### config.mk
export PLATFORM = sky130hd
export DESIGN_NAME = coin_acceptor
export DESIGN_NICKNAME = d
export VERILOG_FILES = /design/src/rtl/coin_acceptor_pkg.sv /design/src/rtl/coin_acceptor_sync2.sv /design/src/rtl/coin_acceptor.sv
export SDC_FILE = /design/constraint.sdc
export NUM_CORES = 1
export LEC_CHECK = 0
export ABC_AREA = 1
export CORE_UTILIZATION = 50
export CTS_CLUSTER_SIZE = 40
export DETAILED_ROUTE_END_ITERATION = 10
export PLACE_DENSITY = 0.88
export SYNTH_ARGS = -nofsm -noshare
export SYNTH_HDL_FRONTEND = slang
export SYNTH_SLANG_ARGS = --single-unit
export TNS_END_PERCENT = 1
### constraint.sdc
create_clock -name clk -period 1.24 [get_ports clk]
set_input_delay 0.186 -clock clk [delete_from_list [all_inputs] [get_ports clk]]
set_output_delay 0.186 -clock clk [all_outputs]
set_load 0.02 [all_outputs]
### src/rtl/coin_acceptor_pkg.sv
// Shared definitions for the coin acceptor: FSM state encoding, coin-value
// width, default coin values and the type-code to value mapping.
package coin_acceptor_pkg;

    localparam int unsigned COIN_W = 8;

    localparam logic [COIN_W-1:0] VAL0_DEF = 8'd5;
    localparam logic [COIN_W-1:0] VAL1_DEF = 8'd10;
    localparam logic [COIN_W-1:0] VAL2_DEF = 8'd25;
    localparam logic [COIN_W-1:0] VAL3_DEF = 8'd0;

    typedef enum logic [2:0] {
        WAIT_LOW = 3'd0,
        IDLE     = 3'd1,
        QUAL_IN  = 3'd2,
        HELD     = 3'd3,
        QUAL_OUT = 3'd4,
        EMIT     = 3'd5
    } state_e;

    // A zero result marks the type code as invalid (coin is rejected).
    function automatic logic [COIN_W-1:0] coin_value(
        input logic [1:0]        code,
        input logic [COIN_W-1:0] v0,
        input logic [COIN_W-1:0] v1,
        input logic [COIN_W-1:0] v2,
        input logic [COIN_W-1:0] v3
    );
        logic [COIN_W-1:0] val;
        case (code)
            2'd0:    val = v0;
            2'd1:    val = v1;
            2'd2:    val = v2;
            2'd3:    val = v3;
            default: val = {COIN_W{1'b0}};
        endcase
        return val;
    endfunction

endpackage

### src/rtl/coin_acceptor_sync2.sv
// Two-flop synchronizer for asynchronous inputs, cleared by the
// asynchronous active-high reset.
module coin_acceptor_sync2
    import coin_acceptor_pkg::*;
#(
    parameter int unsigned WIDTH = 1
) (
    input  logic             clk_i,
    input  logic             rst_i,
    input  logic [WIDTH-1:0] d_i,
    output logic [WIDTH-1:0] q_o
);

    logic [WIDTH-1:0] meta_q;
    logic [WIDTH-1:0] sync_q;

    // Metastability filter: two back-to-back capture stages.
    always_ff @(posedge clk_i or posedge rst_i) begin
        if (rst_i) begin
            meta_q <= {WIDTH{1'b0}};
            sync_q <= {WIDTH{1'b0}};
        end else begin
            meta_q <= d_i;
            sync_q <= meta_q;
        end
    end

    assign q_o = sync_q;

endmodule

### src/rtl/coin_acceptor.sv
// Coin-in front end: synchronises and debounces the coin sensor and emits a
// one-cycle deposit strobe with the coin value, or a one-cycle reject strobe.
module coin_acceptor
    import coin_acceptor_pkg::*;
#(
    parameter int unsigned       DEBOUNCE = 4,
    parameter logic [COIN_W-1:0] VAL0     = VAL0_DEF,
    parameter logic [COIN_W-1:0] VAL1     = VAL1_DEF,
    parameter logic [COIN_W-1:0] VAL2     = VAL2_DEF,
    parameter logic [COIN_W-1:0] VAL3     = VAL3_DEF
) (
    input  logic              clk,
    input  logic              rst,
    input  logic              sense,
    input  logic [1:0]        type_code,
    input  logic              enable,
    output logic              c,
    output logic [COIN_W-1:0] a,
    output logic              reject,
    output logic              busy
);

    localparam int unsigned      CNT_W    = $clog2(DEBOUNCE);
    localparam logic [CNT_W-1:0] CNT_LAST = CNT_W'(DEBOUNCE - 1);
    localparam logic [CNT_W-1:0] CNT_ONE  = CNT_W'(1);

    logic              sense_s;
    logic [1:0]        type_s;
    logic [COIN_W-1:0] coin_val_s;

    state_e            state_q,  state_d;
    logic [CNT_W-1:0]  cnt_q,    cnt_d;
    logic [1:0]        type_q,   type_d;
    logic              c_q,      c_d;
    logic [COIN_W-1:0] a_q,      a_d;
    logic              reject_q, reject_d;
    logic              busy_q,   busy_d;
    logic [1:0]        fill_q;

    coin_acceptor_sync2 #(.WIDTH(1)) u_sync_sense (
        .clk_i (clk),
        .rst_i (rst),
        .d_i   (sense),
        .q_o   (sense_s)
    );

    coin_acceptor_sync2 #(.WIDTH(2)) u_sync_type (
        .clk_i (clk),
        .rst_i (rst),
        .d_i   (type_code),
        .q_o   (type_s)
    );

    assign coin_val_s = coin_value(type_q, VAL0, VAL1, VAL2, VAL3);

    // Marks when the synchronizer holds real pin data again after reset, so a
    // coin lodged across reset is not mistaken for an empty slot.
    always_ff @(posedge clk or posedge rst) begin
        if (rst) begin
            fill_q <= 2'b00;
        end else begin
            fill_q <= {fill_q[0], 1'b1};
        end
    end

    // Next-state, debounce counter, type capture and strobe decision.
    always_comb begin
        state_d  = state_q;
        cnt_d    = cnt_q;
        type_d   = type_q;
        c_d      = 1'b0;
        a_d      = {COIN_W{1'b0}};
        reject_d = 1'b0;
        case (state_q)
            WAIT_LOW: begin
                if (fill_q[1] && !sense_s) begin
                    state_d = IDLE;
                end else begin
                    state_d = WAIT_LOW;
                end
            end
            IDLE: begin
                if (sense_s) begin
                    state_d = QUAL_IN;
                    cnt_d   = {CNT_W{1'b0}};
                end else begin
                    state_d = IDLE;
                end
            end
            QUAL_IN: begin
                if (!sense_s) begin
                    state_d = IDLE;
                end else if (cnt_q == CNT_LAST) begin
                    type_d  = type_s;
                    state_d = HELD;
                end else begin
                    cnt_d = cnt_q + CNT_ONE;
                end
            end
            HELD: begin
                if (!sense_s) begin
                    state_d = QUAL_OUT;
                    cnt_d   = {CNT_W{1'b0}};
                end else begin
                    state_d = HELD;
                end
            end
            QUAL_OUT: begin
                if (sense_s) begin
                    state_d = HELD;
                end else if (cnt_q == CNT_LAST) begin
                    state_d = EMIT;
                    if ((coin_val_s != {COIN_W{1'b0}}) && enable) begin
                        c_d = 1'b1;
                        a_d = coin_val_s;
                    end else begin
                        reject_d = 1'b1;
                    end
                end else begin
                    cnt_d = cnt_q + CNT_ONE;
                end
            end
            EMIT: begin
                state_d = IDLE;
            end
            default: begin
                state_d = WAIT_LOW;
            end
        endcase
        busy_d = (state_d != IDLE);
    end

    // State and output registers.
    always_ff @(posedge clk or posedge rst) begin
        if (rst) begin
            state_q  <= WAIT_LOW;
            cnt_q    <= {CNT_W{1'b0}};
            type_q   <= 2'b00;
            c_q      <= 1'b0;
            a_q      <= {COIN_W{1'b0}};
            reject_q <= 1'b0;
            busy_q   <= 1'b1;
        end else begin
            state_q  <= state_d;
            cnt_q    <= cnt_d;
            type_q   <= type_d;
            c_q      <= c_d;
            a_q      <= a_d;
            reject_q <= reject_d;
            busy_q   <= busy_d;
        end
    end

    assign c      = c_q;
    assign a      = a_q;
    assign reject = reject_q;
    assign busy   = busy_q;

endmodule

Yosys cells after proc, flatten, opt, wreduce, memory -nomap -nowiden
Cells that the tools add are included.
Widths: inputs -> output; s select.

operators by class
  add/sub/neg operators = 1
  multiplexer cells = 27
  reduce and logical (&&, ||, !) cells = 9
  eq/ne operators = 14

operator list
  operator             count
  $mux 8               4
  $pmux 8 s4           1
  $pmux 3 s6           1
  $mux 3               5
  $mux 2               6
  $mux 1               9
  $pmux 2 s4           1
  $reduce_bool 8->1    1
  $eq 2x2->1 const B   3
  $eq 3x2->1 const B   2
  $eq 3x3->1 const B   2
  $reduce_and 5->1     1
  $ne 2x1->1 const B   2
  $ne 2x2->1 const B   2
  $reduce_bool 4->1    1
  $eq 3x1->1 const B   1
  $logic_not 3->1      1
  $ne 3x1->1 const B   1
  $reduce_and 3->1     1
  $add 2x1->2 const B  1
  $eq 2x1->1 const B   1
  $logic_and 1x1->1    2
  $logic_not 2->1      1
  $logic_not 1->1      1

storage, ports and cells
  input bits = 6
  flip-flop bits (word level) = 26

Depth between registers and ports, before layout
  depth in word-level cells = 8
  depth in mapped cells = 8
  depth with buffers taken out = 8

By module
A second synthesis with hierarchy kept.

unflattened totals
  cell total of the unflattened synthesis = 105
  area, all modules = 1026.0 um2

by module, submodules not included
  module                              area each (um2)  cells an instance  instances  sequential area each (um2)
  coin_acceptor                       868.3            97                 1          426.7
  coin_acceptor_sync2 (u_sync_type)   103.8            5                  1          100.1
  coin_acceptor_sync2 (u_sync_sense)  53.8             3                  1          50.0

Least setup slack after synthesis
Ideal clock, no wire load.

  kind = flip-flop to flip-flop
  start point = register cnt_q[0]
  end point = register state_q[0]
  buffers on the path = 0
  slack = 0.102 ns
  required time = 1.104 ns
  stages on the path, launching flop included = 6
  arrival = 1.002 ns
  cell sequence = dfrtp_1 -> ha_1 -> inv_1 -> nand3_1 -> a21oi_1 -> nand3b_1

between the ends
  longest elaborated chain between the ends = 4
  elaborated cells between the ends (all ways) = 6

ends and longest elaborated chain
  what                       line                                       source
  start: declaration         coin_acceptor.sv:32                        logic [CNT_W-1:0] cnt_q, cnt_d;
  start signal: assignment   coin_acceptor.sv:137                       cnt_q <= {CNT_W{1'b0}};
  start signal: assignment   coin_acceptor.sv:145                       cnt_q <= cnt_d;
  $eq 2x2->1 *               coin_acceptor.sv:93, coin_acceptor.sv:111
  $mux 3 (on tied branches)  coin_acceptor.sv:111, coin_acceptor.sv:93
  $mux 3 (on tied branches)  coin_acceptor.sv:109, coin_acceptor.sv:91
  $pmux 3 s6 *               coin_acceptor.sv:74                        case (state_q)
  named net state_d[0]       coin_acceptor.sv:31                        state_e state_q, state_d;
  end signal: assignment     coin_acceptor.sv:144                       state_q <= state_d;
  end: declaration           coin_acceptor.sv:31

Mark *: on every way through the listed nets, which the timed path passes. The rest lies on a longest branch.
A chain may end at the register's enable or synchronous reset.

Worst setup path after layout
  start point = register state_q[0]
  end point = register cnt_q[1]

between the ends
  longest elaborated chain between the ends = 3
  elaborated cells between the ends (all ways) = 11

ends and longest elaborated chain
  what                                                line
  $eq 3x1->1, or another cell as far along            coin_acceptor.sv:74
  $ne 2x1->1 (no line), or another cell as far along  n/a
  $reduce_and 5->1 (no line)                          n/a

Several ways; a longest one is shown, not always the timed one.

==> summary.txt <==
Run status
  – Status: finished, final reports clean

Clock tree
  – CTS clock-pin slew for the worst setup and hold paths: 0.11 ns
  – CTS Buffer Depth: 2
  – Number of buffers created by CTS: 3
  – Hold Buf Count CTS: 0
  – TritonCTS clock tree: done
  – Clk sinks: 23
  – H-Tree Level Count: 1
  – Clock latency on the worst-skew pair: 0.30 ns
  – Clock root buffer: clkbuf_4

Floorplan
  – Initial core utilization: 55.81%
  – Die Span Y: 47.08 µm
  – Num rows: 15
  – Die Wd: 47.08 µm
  – Die area: 2216 µm²
  – I/O Pins: 17
  – Core Area: 1821 µm²

Layout
  – Util after Layout: 72.65%
  – Layout cell share with drive strength beyond 1: 31.58%
  – Final net count: 145
  – Most frequent cells in the layout: dfrtp_1 (18), nand2_1 (14), nor2_1 (12)
  – Most common cell after layout, fill and taps aside: dfrtp_1
  – Area grow syn2layout: 30.17%
  – # diodes: 0

Worst setup path
  – Worst endpoint data arrival time: 1.44 ns
  – Cells on worst reg2reg path: 6
  – Critical path startpoint category: flip-flop
  – CP endpoint kind: flip-flop
  – R2R Path Start: state_q[0]
  – Crit Path Class: flip-flop to flip-flop
  – Critical Path RT: 1.44 ns
  – FF-to-FF End: cnt_q[1]
  – Reg-to-reg slack, setup: 0.0006 ns
  – Crit Path Max Fanout: 6

Yosys
  – Leading area contributor after synthesis: dfrtp_1
  – EDFF count, synth: 0
  – Syn Area/Cell: 9.236 µm²
  – Post-synthesis compound-gate area fraction: 3.448%
  – Top cells by area, synth: dfrtp_1 (54%), nor2_1 (6.7%), nand2_1 (6.3%)
  – Adder and majority gate portion of the synthesized area: 6.158%
  – Seq cells post-synth: 23
  – Top_reg_cell synth: dfrtp_1
  – Mux share of post-synthesis cell area: 0%
  – Gate Count Post-Synth: 110
  – Largest family of logic cells by synthesized area: simple AND/OR/NAND/NOR gates
  – Post-synth top area share: 54.19%
  – Netlist cell types: 19
  – Async S/R FF share, synth: 100.0%
  – Post-Synth XOR/XNOR Area: 0%
  – Simple-Gate Fraction of Synth Area: 24.38%
  – Seq/Total Area, Yosys: 56.77%
  – Synth warnings: 0
  – Cell area after synthesis: 1016 µm²

Route
  – Initial drt markers: 21
  – Routed WL: 1.812 mm
  – TritonRoute pass-1 iters: 4
  – Drt wl/cell: 11.47 µm
  – Post-DRT Antenna Nets: 0
  – Via count: 775
  – DRC viols: 0
  – Via density: 4.905

Place
  – HPWL Detailed: 1.239 mm
  – Port Buf Inserts: 13
  – GPL Wtd Cong: 0.8673
  – Pre-CTS setup slack: -0.05776 ns

Global route
  – Overflow after GRT: 0
  – First-pass GRT wire length: 2.580 mm
  – Initial antenna violation count: 0
  – Vias in the first global route: 656
  – Largest net degree at the start of global routing: 24
  – Total global-route track usage: 17.06%

Timing
  – Fmax: 806.8 MHz
  – Crit share post-route: 99.95%
  – Endpoints failing hold: 0
  – Post-route setup slack: 0.0005745 ns
  – TNS Setup: 0 ns
  – Pins Over Slew Limit: 0
  – Unrepaired setup endpoints after global routing: yes
  – Clock skew: 0.004832 ns
  – Post-layout minimum cycle time: 1.239 ns
  – Fin Hold WS: 0.1951 ns
  – Final setup viols: 0

Flow run
  – Max Cap Viol: 0

Min path
  – Worst min path class: input port to asynchronous set/reset pin

Power and ir drop
  – Peak VDD IR: 1.045 mV
  – Pwr dens: 1455 nW/µm²
  – P_leak: 0.6858 nW
## synthesized netlist by cell type (3+ instances only)
library cell,instances
inv_1,11
ha_1,5
nor3_1,3
buf_4,4
nand2_1,17
nor2_1,18
inv_2,4
a21oi_1,5
nand3_1,8
dfrtp_1,22
## power by group
part	internal [mW]	switching (mW)	leakage (nW)	total, mW
sequential	0.842	0.106	0.291	0.948
combinational	0.245	0.409	0.380	0.654
clock	0.126	0.197	0.0150	0.322
## layer usage
layer	up-vias	share of wire, %	track usage (%)
li1	384	-	-
met1	366	40	18.63
met2	21	54	31.11
met3	4	4.9	6.923
met4	0	0.66	3.429
met5	-	0	0
## cell families after synthesis
family,after synthesis
other,2
buffers and inverters,19
adders and majority gates,5
and+or+nand+nor,54
DFF,23
AOI/OAI and AO/OA,7
## how the worst max path moves through the flow
stage	from	endpoint	slack [ns]	depth (start not counted)
after global placement	busy	busy	-0.02	1
after floorplan	cnt_q[0]	state_q[0]	0.10	5
final	state_q[0]	cnt_q[1]	0.0006	6
after global routing	state_q[0]	cnt_q[1]	-0.07	6
after detailed placement	enable	a[0]	-0.06	5
after CTS	state_q[1]	cnt_q[1]	0.0007	6
## worst max-delay path, cell delays in order (launching register included)
cell and delay [ns]:
dfrtp_2 0.47, inv_4 0.12, nor2_1 0.07, nand2_1 0.14, nand3_2 0.13, o21ai_1 0.16
nand2_1 0.06
## sequential cells by signal (all words and copies together), names as in the netlist
| name | cells |
|---|---|
| a | 5 |
| busy | 1 |
| c | 1 |
| cnt_q | 2 |
| fill_q | 2 |
| reject | 1 |
| state_q | 3 |
| type_q | 2 |
| u_sync_sense.meta_q | 1 |
| u_sync_sense.q_o | 1 |
| u_sync_type.meta_q | 2 |
| u_sync_type.q_o | 2 |
## what timing repair did
item | 4_1_cts | 5_1_grt
gates resized for setup | 11 | 29
setup buffers | 0 | 3
setup endpoints to repair | 8 | 11
pin swaps | 0 | 4
## through the flow
step | power [mW] | cell area (µm²) | std cells
6_report | 1.924 | 1323 | 158
2_1_floorplan | 1.301 | 1023 | 112
4_1_cts | 1.733 | 1205 | 155
3_3_place_gp | 1.409 | 1192 | 151
3_5_place_dp | 1.428 | 1192 | 151
5_1_grt | 2.056 | 1323 | 158
## layout make-up
type | count | area, µm²
repair buffers | 21 | 176.4
well taps | 25 | 31.28
multi-input cells | 70 | 442.9
inverters | 15 | 63.81
clock buffers | 4 | 26.28
fillers | 143 | 498.0
flip-flops and latches | 23 | 581.8
Note: power is estimated with default switching activity, not from simulation.
